===== config.mk =====
export PLATFORM = sky130hd
export DESIGN_NAME = fft_sequencer_flat
export DESIGN_NICKNAME = d
export VERILOG_FILES = /design/src/rtl/fft_pkg.sv /design/src/rtl/fft_sequencer_if.sv /design/src/rtl/fft_sequencer_flex_counter.sv /design/src/rtl/fft_sequencer.sv /design/src/flat_wrapper.sv
export SDC_FILE = /design/constraint.sdc
export NUM_CORES = 1
export LEC_CHECK = 0
export ABC_CLOCK_PERIOD_IN_PS = 4200
export BUFFER_PORTS_ARGS = -buffer_cell sky130_fd_sc_hd__buf_2
export CAP_MARGIN = 0
export CORE_MARGIN = 4
export CORE_UTILIZATION = 56
export CTS_BUF_LIST = sky130_fd_sc_hd__clkbuf_2
export DETAILED_ROUTE_END_ITERATION = 10
export HOLD_SLACK_MARGIN = 0.03
export MAX_ROUTING_LAYER = met4
export PLACE_DENSITY = 0.87
export SLEW_MARGIN = 20
export SYNTH_ARGS = -nofsm -noshare
export SYNTH_HDL_FRONTEND = slang
export SYNTH_SLANG_ARGS = --single-unit

===== constraint.sdc =====
create_clock -name clk -period 4.2 [get_ports clk]
set_clock_uncertainty 0.2 [all_clocks]
set_input_delay 0.21 -clock clk [delete_from_list [all_inputs] [get_ports clk]]
set_output_delay 0.21 -clock clk [all_outputs]
set_load 0.01 [all_outputs]

===== src/rtl/fft_pkg.sv =====
// Shared types and default geometry for the FFT sequencer slice.
package fft_pkg;

  typedef enum logic [1:0] {LOAD, CALC, DRAIN, UNLOAD} seq_state_t;

  localparam int DEF_NUM_SAMPLES = 8;
  localparam int DEF_NUM_STAGES  = 3;
  localparam int DEF_BFLY_LAT    = 2;

endpackage


===== src/rtl/fft_sequencer_if.sv =====
// Sequencer-facing bundle: upstream/downstream handshakes plus the counts and
// enables consumed by the sample buffer and the butterfly datapath.
interface fft_sequencer_if #(
  parameter int CW = 4,
  parameter int SW = 2
) ();
  // Handshake: a transfer happens in a cycle where valid and ready are both
  // high; the matching shift_*_ena is exactly that AND (forced low on abort).
  logic          in_valid;
  logic          in_ready;
  logic          shift_in_ena;
  logic [CW-1:0] samples_in_count;
  logic          iteration_ena;
  logic [SW-1:0] stage_count;
  logic [CW-1:0] iteration_count;
  logic          out_valid;
  logic          out_ready;
  logic          shift_out_ena;
  logic [CW-1:0] samples_out_count;
  logic          fft_done;
  logic          busy;

  modport master (
    input  in_valid, out_ready,
    output in_ready, shift_in_ena, samples_in_count, iteration_ena,
           stage_count, iteration_count, out_valid, shift_out_ena,
           samples_out_count, fft_done, busy
  );

  modport slave (
    output in_valid, out_ready,
    input  in_ready, shift_in_ena, samples_in_count, iteration_ena,
           stage_count, iteration_count, out_valid, shift_out_ena,
           samples_out_count, fft_done, busy
  );
endinterface


===== src/rtl/fft_sequencer_flex_counter.sv =====
// Up-counter with synchronous clear that wraps to 0 after reaching rollover_val.
module flex_counter #(
  parameter int WIDTH = 4
) (
  input  logic             clk,
  input  logic             rst,
  input  logic             clear,
  input  logic             count_enable,
  input  logic [WIDTH-1:0] rollover_val,
  output logic [WIDTH-1:0] count_out
);

  always_ff @(posedge clk) begin
    if (rst) begin
      count_out <= '0;
    end else if (clear) begin
      count_out <= '0;
    end else if (count_enable) begin
      if (count_out == rollover_val) count_out <= '0;
      else                           count_out <= count_out + WIDTH'(1);
    end
  end

endmodule


===== src/rtl/fft_sequencer.sv =====
// Phase controller for the FFT core: load samples, run butterfly stages with a
// pipeline drain between them, then unload results.
module fft_sequencer
  import fft_pkg::*;
#(
  parameter int NUM_SAMPLES = DEF_NUM_SAMPLES,
  parameter int NUM_STAGES  = DEF_NUM_STAGES,
  parameter int BFLY_LAT    = DEF_BFLY_LAT,
  parameter int CW          = $clog2(NUM_SAMPLES) + 1,
  parameter int SW          = $clog2(NUM_STAGES + 1)
) (
  input  logic            clk,
  input  logic            rst,
  input  logic            abort,
  fft_sequencer_if.master bus,
  output seq_state_t      dbg_state
);

  localparam int DW = (BFLY_LAT > 1) ? $clog2(BFLY_LAT) : 1;

  localparam logic [CW-1:0] FULL_COUNT  = CW'(NUM_SAMPLES);
  localparam logic [CW-1:0] LAST_SAMPLE = CW'(NUM_SAMPLES - 1);
  localparam logic [CW-1:0] LAST_ITER   = CW'(NUM_SAMPLES / 2 - 1);
  localparam logic [DW-1:0] LAST_DRAIN  = DW'(BFLY_LAT - 1);
  localparam logic [SW-1:0] LAST_STAGE  = SW'(NUM_STAGES - 1);

  seq_state_t    state;
  logic [SW-1:0] stage_q;
  logic          done_q;

  logic [CW-1:0] in_cnt;
  logic [CW-1:0] iter_cnt;
  logic [CW-1:0] out_cnt;
  logic [DW-1:0] drain_cnt;

  logic in_ready_w, out_valid_w, iter_ena_w, drain_ena_w;
  logic in_hs, out_hs, last_in, last_out, calc_last, drain_last, frame_clr;

  assign in_ready_w  = (state == LOAD);
  assign out_valid_w = (state == UNLOAD);
  assign iter_ena_w  = (state == CALC);
  assign drain_ena_w = (state == DRAIN);

  // An abort cycle never counts as a transfer on either side.
  assign in_hs  = bus.in_valid  & in_ready_w  & ~abort;
  assign out_hs = bus.out_ready & out_valid_w & ~abort;

  assign last_in    = in_hs  && (in_cnt  == LAST_SAMPLE);
  assign last_out   = out_hs && (out_cnt == LAST_SAMPLE);
  assign calc_last  = iter_ena_w  && (iter_cnt  == LAST_ITER);
  assign drain_last = drain_ena_w && (drain_cnt == LAST_DRAIN);
  assign frame_clr  = abort | last_out;

  flex_counter #(.WIDTH(CW)) u_in_cnt (
    .clk(clk), .rst(rst), .clear(frame_clr), .count_enable(in_hs),
    .rollover_val(FULL_COUNT), .count_out(in_cnt)
  );

  flex_counter #(.WIDTH(CW)) u_iter_cnt (
    .clk(clk), .rst(rst), .clear(abort), .count_enable(iter_ena_w),
    .rollover_val(LAST_ITER), .count_out(iter_cnt)
  );

  flex_counter #(.WIDTH(DW)) u_drain_cnt (
    .clk(clk), .rst(rst), .clear(abort), .count_enable(drain_ena_w),
    .rollover_val(LAST_DRAIN), .count_out(drain_cnt)
  );

  flex_counter #(.WIDTH(CW)) u_out_cnt (
    .clk(clk), .rst(rst), .clear(frame_clr), .count_enable(out_hs),
    .rollover_val(FULL_COUNT), .count_out(out_cnt)
  );

  always_ff @(posedge clk) begin
    if (rst) begin
      state   <= LOAD;
      stage_q <= '0;
      done_q  <= 1'b0;
    end else begin
      done_q <= last_out;
      if (abort) begin
        state   <= LOAD;
        stage_q <= '0;
      end else begin
        case (state)
          LOAD:   if (last_in) state <= CALC;
          CALC:   if (calc_last) state <= DRAIN;
          DRAIN: begin
            if (drain_last) begin
              if (stage_q < LAST_STAGE) begin
                stage_q <= stage_q + SW'(1);
                state   <= CALC;
              end else begin
                state <= UNLOAD;
              end
            end
          end
          UNLOAD: begin
            if (last_out) begin
              state   <= LOAD;
              stage_q <= '0;
            end
          end
          default: state <= LOAD;
        endcase
      end
    end
  end

  assign bus.in_ready          = in_ready_w;
  assign bus.shift_in_ena      = in_hs;
  assign bus.samples_in_count  = in_cnt;
  assign bus.iteration_ena     = iter_ena_w;
  assign bus.stage_count       = stage_q;
  assign bus.iteration_count   = iter_cnt;
  assign bus.out_valid         = out_valid_w;
  assign bus.shift_out_ena     = out_hs;
  assign bus.samples_out_count = out_cnt;
  assign bus.fft_done          = done_q;
  assign bus.busy              = (state != LOAD);
  assign dbg_state             = state;

endmodule


===== src/flat_wrapper.sv =====
// flat-port wrapper written by rule: the top's interface ports become plain ports
module fft_sequencer_flat import fft_pkg::*;
#(
  parameter int NUM_SAMPLES = DEF_NUM_SAMPLES,
  parameter int NUM_STAGES  = DEF_NUM_STAGES,
  parameter int BFLY_LAT    = DEF_BFLY_LAT,
  parameter int CW          = $clog2(NUM_SAMPLES) + 1,
  parameter int SW          = $clog2(NUM_STAGES + 1)
)
  (clk, rst, abort, dbg_state, bus_in_valid, bus_out_ready, bus_in_ready, bus_shift_in_ena, bus_samples_in_count, bus_iteration_ena, bus_stage_count, bus_iteration_count, bus_out_valid, bus_shift_out_ena, bus_samples_out_count, bus_fft_done, bus_busy);
  fft_sequencer_if #(.CW(CW), .SW(SW)) bus_i ();
  input  logic clk;
  input  logic rst;
  input  logic abort;
  output seq_state_t dbg_state;
  input wire logic [$bits(bus_i.in_valid)-1:0] bus_in_valid;
  input wire logic [$bits(bus_i.out_ready)-1:0] bus_out_ready;
  output wire logic [$bits(bus_i.in_ready)-1:0] bus_in_ready;
  output wire logic [$bits(bus_i.shift_in_ena)-1:0] bus_shift_in_ena;
  output wire logic [$bits(bus_i.samples_in_count)-1:0] bus_samples_in_count;
  output wire logic [$bits(bus_i.iteration_ena)-1:0] bus_iteration_ena;
  output wire logic [$bits(bus_i.stage_count)-1:0] bus_stage_count;
  output wire logic [$bits(bus_i.iteration_count)-1:0] bus_iteration_count;
  output wire logic [$bits(bus_i.out_valid)-1:0] bus_out_valid;
  output wire logic [$bits(bus_i.shift_out_ena)-1:0] bus_shift_out_ena;
  output wire logic [$bits(bus_i.samples_out_count)-1:0] bus_samples_out_count;
  output wire logic [$bits(bus_i.fft_done)-1:0] bus_fft_done;
  output wire logic [$bits(bus_i.busy)-1:0] bus_busy;
  assign bus_i.in_valid = bus_in_valid;
  assign bus_i.out_ready = bus_out_ready;
  assign bus_in_ready = bus_i.in_ready;
  assign bus_shift_in_ena = bus_i.shift_in_ena;
  assign bus_samples_in_count = bus_i.samples_in_count;
  assign bus_iteration_ena = bus_i.iteration_ena;
  assign bus_stage_count = bus_i.stage_count;
  assign bus_iteration_count = bus_i.iteration_count;
  assign bus_out_valid = bus_i.out_valid;
  assign bus_shift_out_ena = bus_i.shift_out_ena;
  assign bus_samples_out_count = bus_i.samples_out_count;
  assign bus_fft_done = bus_i.fft_done;
  assign bus_busy = bus_i.busy;
  fft_sequencer #(.NUM_SAMPLES(NUM_SAMPLES), .NUM_STAGES(NUM_STAGES), .BFLY_LAT(BFLY_LAT), .CW(CW), .SW(SW)) u_core (.clk(clk), .rst(rst), .abort(abort), .bus(bus_i), .dbg_state(dbg_state));
endmodule

==> key figures, run 1 <==
Run status
  • Status: complete, no violations

Placement
  • Port bufs: 27
  • Routability cong.: 0.837
  • Placed cell areas: 1060 um^2
  • Post-Place Setup Slack: 2.16 ns
  • Hpwl dp: 1570 um

Worst setup path
  • CP max stage cell: dfxtp_1
  • R2r endpoint: u_core.u_out_cnt.count_out[3]
  • Critical path arrival: 2.08 ns
  • Worst Path Max Fanout: 14
  • R2R setup slack: 2.16 ns
  • Worst Path Required: 4.23 ns
  • Startpoint Class: flip-flop
  • R2R cell count: 3
  • CP endpoint kind: flip-flop
  • Critical path cell sequence: nand4b_1 > or3_1 > a211oi_1
  • Worst r2r src: u_core.dbg_state[0]
  • WS Path Type: reg2reg
  • Slowest stage delay, CP: 0.53 ns

Routing
  • DRT iter0 DRCs: 24
  • DRT antenna net count: 0
  • Via/cell ratio: 5.74
  • WL final: 2030 um
  • Residual DRC count: 0
  • Pre-Repair DR Iteration Count: 4
  • DR WL/cell: 13.1 um
  • Vias: 890

Logic synthesis
  • Mapped Nets: 121
  • Mapped Area: 927 um^2
  • Number of synthesized flops with an enable pin: 0
  • Seq/Total Area, Yosys: 38.9%
  • Post-synthesis cell count: 111
  • Synth top area share: 38.9%
  • Post-synthesis async set-or-reset flop share: 0%
  • Avg Cell Area, Syn: 8.35 um^2
  • Library cells used by synthesis: 36
  • Synth warn: 0
  • Synth Register Bits: 18
  • Top_reg_cell synth: dfxtp_1
  • Synth area leader: dfxtp_1
  • Synth top area cells: dfxtp_1 39%, ha_1 6.7%, a21oi_1 5.4%, inv_1 4.9%, o21ai_0 4.3%

Die
  • Rows: 14
  • IO Pins: 28
  • Die ar.: 2370 um^2
  • Total core area: 1540 um^2
  • Initial Util: 60.1%
  • Chip height: 48.7 um
  • Chip Width: 48.7 um

CTS
  • CTS tree: built
  • H-tree depth: 1
  • Root Buffer: clkbuf_2
  • Clock Sinks: 18
  • Reg clk slew, reported paths: 0.18 ns
  • Clock Tree Buf Depth: 2
  • Clock network latency to the later pin of the worst-skew pair: 0.29 ns
  • CTS buffer count: 3

Hold path
  • Hold-critical path depth: 3
  • Hold path start: abort
  • Min-delay worst type: in2reg
  • Hold Path End: u_core.u_iter_cnt.count_out[2]

Final layout
  • Diodes inserted: 0
  • Multi-input gate area: 494 um^2
  • Layout area overhead: 17.3%
  • Fillcell total: 123
  • Register Area: 360 um^2
  • Final design area excluding fillers: 1090 um^2
  • Layout Utilization: 70.5%
  • Nets: 150
  • Share of layout cells above drive strength 1: 23.7%

Timing
  • Final Setup Violations: 0
  • Relative slew slack: 63.4%
  • RSZ-0062 raised after global routing: false
  • Sum Neg Setup Slack: 0 ns
  • Slew of the pin with the lowest slew margin: 0.546 ns
  • PnR worst setup slack: 2.16 ns
  • Fin. max-slew vios: 0
  • Fin crit period: 2.04 ns
  • Period utilization: 48.7%
  • Fmax: 0.489 GHz
  • Final Hold Viols: 0

Pwr
  • Cell-internal power: 197 uW
  • Sequential power share: 66.8%
  • VDD IR-drop max: 215 uV
  • Clock power share: 28.6%
  • PwrDens: 237 nW/um^2
  • Logic pwr share: 4.6%
  • Pleak: 0.000467 uW
  • P_sw: 60.3 uW
  • Sw frac: 23.4%

GRT
  • Total gr overflow: 0
  • Global-route wire length before repair: 3510 um
  • GRT Overall Usage: 18.6%
  • Pin count of the biggest net entering global routing: 15
  • Vias in the first global route: 821
  • Initial antenna violation count: 0

Job
  • Max-cap violations: 0
registers in the layout (all words and copies together), names as in the netlist:
register / count
u_core.u_in_cnt.count_out: 4
u_core.u_iter_cnt.count_out: 4
u_core.u_out_cnt.count_out: 4
u_core.bus.stage_count: 2
u_core.dbg_state: 2
u_core.bus.fft_done: 1
u_core.u_drain_cnt.count_out: 1
worst max path at each step:
| stage | startpoint | to | slack [ns] | depth (start not counted) |
|---|---|---|---|---|
| 5_1_grt | u_core.dbg_state[0] | bus_shift_out_ena | 1.94 | 3 |
| 6_report | u_core.dbg_state[0] | u_core.u_out_cnt.count_out[3] | 2.16 | 3 |
| 3_3_place_gp | u_core.dbg_state[0] | u_core.u_out_cnt.count_out[3] | 2.30 | 3 |
| 4_1_cts | u_core.dbg_state[0] | u_core.u_out_cnt.count_out[3] | 2.14 | 3 |
| 2_1_floorplan | u_core.dbg_state[0] | u_core.u_in_cnt.count_out[3] | 2.29 | 4 |
| 3_5_place_dp | u_core.dbg_state[0] | u_core.u_out_cnt.count_out[3] | 2.16 | 3 |
synth_stat cells, types with 2 or more instances:
cell and count:
a211oi_1 3, a21oi_1 10, a31oi_1 2, clkbuf_1 2
dfxtp_1 18, ha_1 5, inv_1 12, nand2_1 10
nand2b_1 2, nand3_1 3, nand3b_1 2, nand4b_1 2
nor2_1 4, nor3_1 2, o211ai_1 2, o21ai_0 8
or3_1 4, xnor2_1 2
per-stage QoR:
| stage | hold slack (ns) | cells | total power [uW] |
|---|---|---|---|
| after floorplan | 0.0893 | 111 | 182 |
| after global placement | 0.209 | 150 | 186 |
| after global routing | 0.158 | 155 | 269 |
| final | 0.166 | 155 | 257 |
| after CTS | 0.153 | 155 | 257 |
| after detailed placement | 0.204 | 150 | 186 |
worst max-delay path: cells and delay by family (launching register included):
kind / cells / cell delay, ns
simple gates: 2 / 1.03
flops: 1 / 0.53
compound gates: 1 / 0.22
power groups by stage:
stage | Clock, uW | Sequential (uW) | Combinational, uW
after global routing | 84.1 | 172 | 13.1
final | 73.7 | 172 | 11.8
after detailed placement | 0 | 175 | 11.0
after CTS | 73.9 | 172 | 11.7
after global placement | 0 | 175 | 10.8
after floorplan | 0 | 175 | 6.45
cell families (layout without fill, tap and decap cells):
family                   after synthesis  after routing  share of synthesized area, %
AND/OR/NAND/NOR                       39             39                          25.0
XOR/XNOR                               2              2                          1.89
flip-flops                            18             18                          38.9
adder cells (fa/ha/maj)                5              5                          6.75
buffers and inverters                 17             45                          7.83
multiplexers                           1              1                          1.08
AO/OA/AOI/OAI                         29             29                          18.6
layer usage:
layer / GRT usage (%) / vias to the layer above / wire length (um)
met5: - / - / 0
met2: 30.4 / 22 / 981
met4: 7.62 / 0 / 24
met1: 21.9 / 418 / 921
li1: - / 446 / -
met3: 3.99 / 4 / 97
repair_timing:
action	4_1_cts	5_1_grt
endpoints found under the hold margin	1	0
hold buffers	1	0
gates resized for setup	0	0
buffers inserted	0	0
final cells by class:
type	instances	area share, %
clock buffer	3	1.38
inverter	13	4.49
tap	16	1.84
timing repair buffer	28	13.3
multi-input combinational	76	45.5
clock inverter	1	0.345
sequential	18	33.1
layout by cell type, fill, tap and decap left out, drive strengths merged, types with 3 or more instances in the layout:
master,count
nor2,4
clkbuf,3
or3,4
ha,5
o21ai,8
nand3,3
a21oi,10
nand2,10
buf,27
dfxtp,18
a211oi,3
inv,13
No activity file was read; power rests on OpenSTA's default activity.
==> run 2, diff against run 1 <==
--- a/config.mk
+++ b/config.mk
@@ -5,16 +5,16 @@
 export SDC_FILE = /design/constraint.sdc
 export NUM_CORES = 1
 export LEC_CHECK = 0
-export ABC_CLOCK_PERIOD_IN_PS = 4200
+export ABC_CLOCK_PERIOD_IN_PS = 1800
 export BUFFER_PORTS_ARGS = -buffer_cell sky130_fd_sc_hd__buf_2
 export CAP_MARGIN = 0
 export CORE_MARGIN = 4
-export CORE_UTILIZATION = 56
+export CORE_UTILIZATION = 47
 export CTS_BUF_LIST = sky130_fd_sc_hd__clkbuf_2
 export DETAILED_ROUTE_END_ITERATION = 10
 export HOLD_SLACK_MARGIN = 0.03
 export MAX_ROUTING_LAYER = met4
-export PLACE_DENSITY = 0.87
+export PLACE_DENSITY = 0.78
 export SLEW_MARGIN = 20
 export SYNTH_ARGS = -nofsm -noshare
 export SYNTH_HDL_FRONTEND = slang
==> constraint.sdc (replaced) <==
create_clock -name clk -period 1.8 [get_ports clk]
set_clock_uncertainty 0.2 [all_clocks]
set_input_delay 0.09 -clock clk [delete_from_list [all_inputs] [get_ports clk]]
set_output_delay 0.09 -clock clk [all_outputs]
set_load 0.01 [all_outputs]
==> run 2 against run 1 <==
- via count shrank 0.79%
- count of clock-buffer cells in the layout is the same
- combinational power rose to 2.6 times the previous value
- design area up 5.9%
==> key figures, run 2 (synthesized netlist as in run 1, its figures left out) <==
Routing
  • DRT iter0 DRCs: 21 (-13%)
  • Vias: 883 (-0.79%)
  • Metal1 wirelength: 975 um (+5.9%)
  • WL final: 2160 um (+6.7%)
  • Pre-Repair DR Iteration Count: 4 (unchanged)
  • Via/cell ratio: 5.19 (-9.5%)
  • Routed wl met3: 103 um (+6.2%)
  • Residual DRC count: 0 (unchanged)
  • Top layer used by detailed routing: met4
  • Met2 Routed Length: 1080 um (+9.6%)
  • DRT antenna net count: 0 (unchanged)
  • DR WL/cell: 12.7 um (-2.7%)

Timing
  • Relative slew slack: 75.8% (+12 points)
  • Period utilization: 98.2%
  • Slew of the pin with the lowest slew margin: 0.357 ns (-0.188 ns)
  • Sum Neg Setup Slack: 0 ns (unchanged)
  • Final Hold Viols: 0 (unchanged)
  • Fin crit period: 1.77 ns
  • Final Setup Violations: 0 (unchanged)
  • Hold_ws: 0.0264 ns (-0.139 ns)
  • Fin. max-slew vios: 0 (unchanged)
  • Fmax: 0.566 GHz
  • RSZ-0062 raised after global routing: true

Hold path
  • Min-delay worst type: in2reg

Final layout
  • Commonest cells after routing, fill and taps aside: 27 x buf_2, 17 x dfxtp_1, 12 x inv_1, 10 x a21oi_1, 10 x nand2_1
  • Most common cell after layout, fill and taps aside: buf_2
  • Diodes inserted: 0 (unchanged)
  • Share of layout cells above drive strength 1: 27.6% (+3.8 points)
  • Fillcell total: 178 (+45%)
  • Final design area excluding fillers: 1150 um^2 (+5.9%)
  • Largest registers: u_core.u_in_cnt.count_out: 4 flops, u_core.u_iter_cnt.count_out: 4 flops, u_core.u_out_cnt.count_out: 4 flops
  • Layout area overhead: 24.2%
  • Nets: 156 (+4.0%)

CTS
  • H-tree depth: 1 (unchanged)
  • CTS tree: built
  • CTS buffer count: 3 (unchanged)
  • Root Buffer: clkbuf_2
  • Reg clk slew, reported paths: 0.17 ns (about the same)
  • Clock Sinks: 18 (unchanged)
  • Clock Tree Buf Depth: 2 (unchanged)
  • Clock network latency to the later pin of the worst-skew pair: 0.31 ns (+0.02 ns)

GRT
  • Global-route wire length before repair: 3580 um (+2.0%)
  • GRT Overall Usage: 17.9% (-0.69 points)
  • Pin count of the biggest net entering global routing: 14 (-1)
  • Initial antenna violation count: 0 (unchanged)
  • Vias in the first global route: 841 (+2.4%)
  • Total gr overflow: 0 (unchanged)

Placement
  • Port bufs: 27 (unchanged)
  • Hpwl dp: 1680 um (+7.1%)
  • Placed cell areas: 1100 um^2 (+4.0%)
  • Routability cong.: 0.926 (+11%)

Worst setup path
  • Worst Path Required: 1.51 ns (-2.72 ns)
  • Critical path arrival: 1.48 ns (-0.60 ns)
  • Worst Path Max Fanout: 6 (-8)
  • Startpoint Class: flip-flop
  • WS Path Type: reg2out
  • CP endpoint kind: output pin

Die
  • Chip height: 52.4 um (+7.7%)
  • Chip Width: 52.4 um (+7.7%)
  • Total core area: 1800 um^2 (+17%)
  • Die ar.: 2750 um^2 (+16%)
  • Rows: 15 (+1)
  • IO Pins: 28 (unchanged)
  • Initial Util: 51.5% (-8.7 points)

Run status
  • Status: complete, no violations

Job
  • Max-cap violations: 0 (unchanged)

Pwr
  • Tot Pwr: 610 uW (+140%)
  • PwrDens: 530 nW/um^2 (+120%)
  • VDD IR-drop max: 514 uV (+140%)
  • Pleak: 0.000496 uW (+6.3%)
run 2: area by class of cell:
class / count / area (um^2) / share of cell area, %
timing repair buffer: 34 / 193 / 16.7
clock inverter: 1 / 3.75 / 0.326
inverter: 13 / 48.8 / 4.24
clock buffer: 3 / 15.0 / 1.30
sequential: 18 / 362 / 31.4
multi-input combinational: 76 / 498 / 43.3
tap: 25 / 31.3 / 2.72
run 2: power by group:
| group | internal, uW | total (uW) | switching, uW |
|---|---|---|---|
| registers | 400 | 401 | 1.15 |
| logic | 13.7 | 30.6 | 16.9 |
| clock network | 48.3 | 178 | 130 |
| total | 462 | 610 | 148 |
run 2: final timing paths:
kind / from / to / slack [ns] / cells past startpoint
setup / recovery: u_core.dbg_state[1] / bus_shift_in_ena / 0.03 / 3
hold / removal: abort / u_core.u_in_cnt.count_out[3] / 0.03 / 4
setup reg to reg: u_core.dbg_state[1] / u_core.u_in_cnt.count_out[3] / 0.08 / 3
hold reg to reg: u_core.u_iter_cnt.count_out[1] / u_core.u_iter_cnt.count_out[1] / 0.31 / 2
run 2: per-stage QoR:
step | utilization (%) | std cells | setup slack (ns)
after floorplan | - | 111 | 0.00334
after global placement | 61.1 | 163 | 0.138
after detailed placement | 61.1 | 163 | 0.109
after CTS | 63.7 | 170 | 0.0359
after global routing | 63.9 | 170 | -0.00404
final | 63.9 | 170 | 0.0325
run 2: what timing repair did:
item / CTS / global route
resized for setup: 0 / 1
setup buffers: 1 / 0
hold buffers: 2 / 0
endpoints found under the hold margin: 10 / 0
pin swaps: 1 / 1
setup endpoints to repair: 1 / 6
run 2: routing by layer:
layer | vias to the layer above | GRT usage, %
li1 | 457 | -
met5 | - | -
met2 | 20 | 31.6
met1 | 404 | 20.3
met3 | 2 | 4.27
met4 | 0 | 3.83
run 2: critical path, cell delays in order (launching register included):
cell and delay [ns]:
dfxtp_2 0.35, or4b_4 0.54, inv_2 0.13, buf_2 0.15
==> run 3, diff against run 2 <==
--- a/config.mk
+++ b/config.mk
@@ -5,16 +5,16 @@
 export SDC_FILE = /design/constraint.sdc
 export NUM_CORES = 1
 export LEC_CHECK = 0
-export ABC_CLOCK_PERIOD_IN_PS = 1800
+export ABC_CLOCK_PERIOD_IN_PS = 2000
 export BUFFER_PORTS_ARGS = -buffer_cell sky130_fd_sc_hd__buf_2
 export CAP_MARGIN = 0
 export CORE_MARGIN = 4
-export CORE_UTILIZATION = 47
+export CORE_UTILIZATION = 52
 export CTS_BUF_LIST = sky130_fd_sc_hd__clkbuf_2
 export DETAILED_ROUTE_END_ITERATION = 10
 export HOLD_SLACK_MARGIN = 0.03
 export MAX_ROUTING_LAYER = met4
-export PLACE_DENSITY = 0.78
+export PLACE_DENSITY = 0.82
 export SLEW_MARGIN = 20
 export SYNTH_ARGS = -nofsm -noshare
 export SYNTH_HDL_FRONTEND = slang
==> constraint.sdc (replaced) <==
create_clock -name clk -period 2 [get_ports clk]
set_clock_uncertainty 0.2 [all_clocks]
set_input_delay 0.1 -clock clk [delete_from_list [all_inputs] [get_ports clk]]
set_output_delay 0.1 -clock clk [all_outputs]
set_load 0.05 [all_outputs]
==> run 3 against run 2 <==
- register-to-register slack improved by 0.02 ns
- critical endpoint unchanged
- critical path type unchanged
- design area down 0.76%
- clock power shrank 13%
- worst setup slack better by 0.055 ns
- hold slack better by 0.0054 ns
==> key figures, run 3 (synthesized netlist as in run 1, its figures left out) <==
Routing
  • Vias: 918 (+4.0%)
  • Residual DRC count: 0 (unchanged)
  • DRT antenna net count: 0 (unchanged)
  • Pre-Repair DR Iteration Count: 4 (unchanged)
  • DR WL/cell: 13.6 um (+6.6%)
  • DRT iter0 DRCs: 29 (+38%)
  • WL final: 2250 um (+4.1%)
  • Via/cell ratio: 5.53 (+6.5%)

Die
  • Initial Util: 58.2% (+6.7 points)
  • IO Pins: 28 (unchanged)
  • Chip Width: 50.2 um (-4.2%)
  • Die ar.: 2520 um^2 (-8.2%)
  • Rows: 14 (-1)
  • Chip height: 50.2 um (-4.2%)
  • Total core area: 1590 um^2 (-12%)

Hold path
  • Min-delay worst type: in2reg
  • Hold-critical path depth: 4 (unchanged)
  • Hold path start: abort

Timing
  • PnR worst setup slack: 0.0870 ns (+0.0546 ns)
  • Relative slew slack: 72.5% (-3.4 points)
  • Period utilization: 95.6%
  • Fin. max-slew vios: 0 (unchanged)
  • Fin crit period: 1.91 ns
  • Final Setup Violations: 0 (unchanged)
  • RSZ-0062 raised after global routing: false
  • Final Hold Viols: 0 (unchanged)
  • Fmax: 0.523 GHz
  • Sum Neg Setup Slack: 0 ns (unchanged)
  • Slew of the pin with the lowest slew margin: 0.408 ns (+0.0502 ns)

GRT
  • Initial antenna violation count: 0 (unchanged)
  • Pin count of the biggest net entering global routing: 14 (unchanged)
  • GRT Overall Usage: 20.3% (+2.4 points)
  • Vias in the first global route: 822 (-2.3%)
  • Total gr overflow: 0 (unchanged)
  • Global-route wire length before repair: 3880 um (+8.5%)

Final layout
  • Commonest cells after routing, fill and taps aside: 26 x buf_2, 16 x dfxtp_1, 12 x inv_1, 10 x a21oi_1, 10 x nand2_1
  • Fillcell total: 130 (-27%)
  • Most common cell after layout, fill and taps aside: buf_2
  • Final non-filler cell total: 166 (-2.4%)
  • Diodes inserted: 0 (unchanged)
  • Largest registers: u_core.u_in_cnt.count_out: 4 flops, u_core.u_iter_cnt.count_out: 4 flops, u_core.u_out_cnt.count_out: 4 flops
  • Layout area overhead: 23.2%
  • Nets: 154 (-1.3%)
  • Share of layout cells above drive strength 1: 27.5% (-0.12 points)

CTS
  • Clock Sinks: 18 (unchanged)
  • Clock network latency to the later pin of the worst-skew pair: 0.31 ns (about the same)
  • H-tree depth: 1 (unchanged)
  • CTS tree: built
  • Reg clk slew, reported paths: 0.17 ns (about the same)
  • CTS buffer count: 3 (unchanged)
  • Clock Tree Buf Depth: 2 (unchanged)
  • Root Buffer: clkbuf_2

Worst setup path
  • Crit. Startpoint: u_core.dbg_state[0]
  • CP Depth: 3 (unchanged)
  • Critical path cell sequence: or4b_4 > inv_2 > buf_6
  • CP endpoint kind: output pin
  • Slowest stage delay, CP: 0.58 ns (+0.04 ns)
  • Worst Path Required: 1.70 ns (+0.19 ns)
  • Critical path arrival: 1.61 ns (+0.13 ns)
  • R2R cell count: 3 (unchanged)
  • WS Path Type: reg2out
  • Worst r2r src: u_core.dbg_state[0]
  • Startpoint Class: flip-flop
  • Top Family by Delay on Critical Path: simple AND/OR/NAND/NOR gates
  • CP max stage cell: or4b_4
  • Worst Path Max Fanout: 11 (+5)
  • Buf/Inv on CP: 2 (unchanged)

Pwr
  • PwrDens: 478 nW/um^2 (-9.9%)
  • Pleak: 0.000486 uW (-2.1%)
  • VDD IR-drop max: 344 uV (-33%)
  • Tot Pwr: 546 uW (-11%)

Placement
  • Routability cong.: 0.798 (-14%)
  • Placed insts: 159 (-2.5%)
  • Hpwl dp: 1600 um (-4.6%)
  • Port bufs: 27 (unchanged)
  • Post-Place Setup Slack: 0.144 ns (+0.0346 ns)

Job
  • Max-cap violations: 0 (unchanged)

Run status
  • Status: complete, no violations
==> run 3: area by class of cell <==
cell class              count  area, um^2  area share, %
multi-input cells          76         497           43.5
flip-flops and latches     18         368           32.2
repair buffers             32         184           16.1
inverters                  13        48.8           4.27
well taps                  24        30.0           2.63
clock buffers               3        15.0           1.31
==> run 3: final timing paths <==
path                                                     end  slack (ns)
worst max register to register  u_core.u_in_cnt.count_out[3]        0.10
worst max-delay path                        bus_shift_in_ena        0.09
worst min-delay path            u_core.u_in_cnt.count_out[0]        0.03
worst min register to register     u_core.bus.stage_count[1]        0.29
==> run 3: timing repair <==
item | CTS | global route
gates resized for setup | 0 | 3
buffers inserted | 0 | 2
endpoints found under the setup margin | 0 | 2
hold endpoints to repair | 4 | 0
hold buffers | 2 | 0
==> run 3: where the power goes <==
group	switching [uW]	internal (uW)
Clock	113	40.9
Sequential	1.15	357
Combinational	20.8	13.1
==> run 3: worst min-delay path: stages <==
cell     delay [ns]
buf_2          0.10
or4b_4         0.14
nand2_1        0.05
a21oi_1        0.12
==> run 3: metrics by stage <==
stage          utilization [%]  hold slack [ns]  instance area [um^2]
3_5_place_dp              68.1           0.0943                  1090
5_1_grt                   71.7           0.0379                  1140
2_1_floorplan                -          -0.0207                   940
6_report                  71.7           0.0318                  1140
4_1_cts                   70.3           0.0305                  1120
3_3_place_gp              68.1           0.0921                  1090
==> run 3: layer usage <==
layer  global-route usage [%]  vias to the layer above  wire (um)
met5                        -                        -          0
met4                     8.29                        0         39
met3                     4.14                        5        139
met2                     32.8                       29       1110
met1                     24.4                      432        964
li1                         -                      452          -
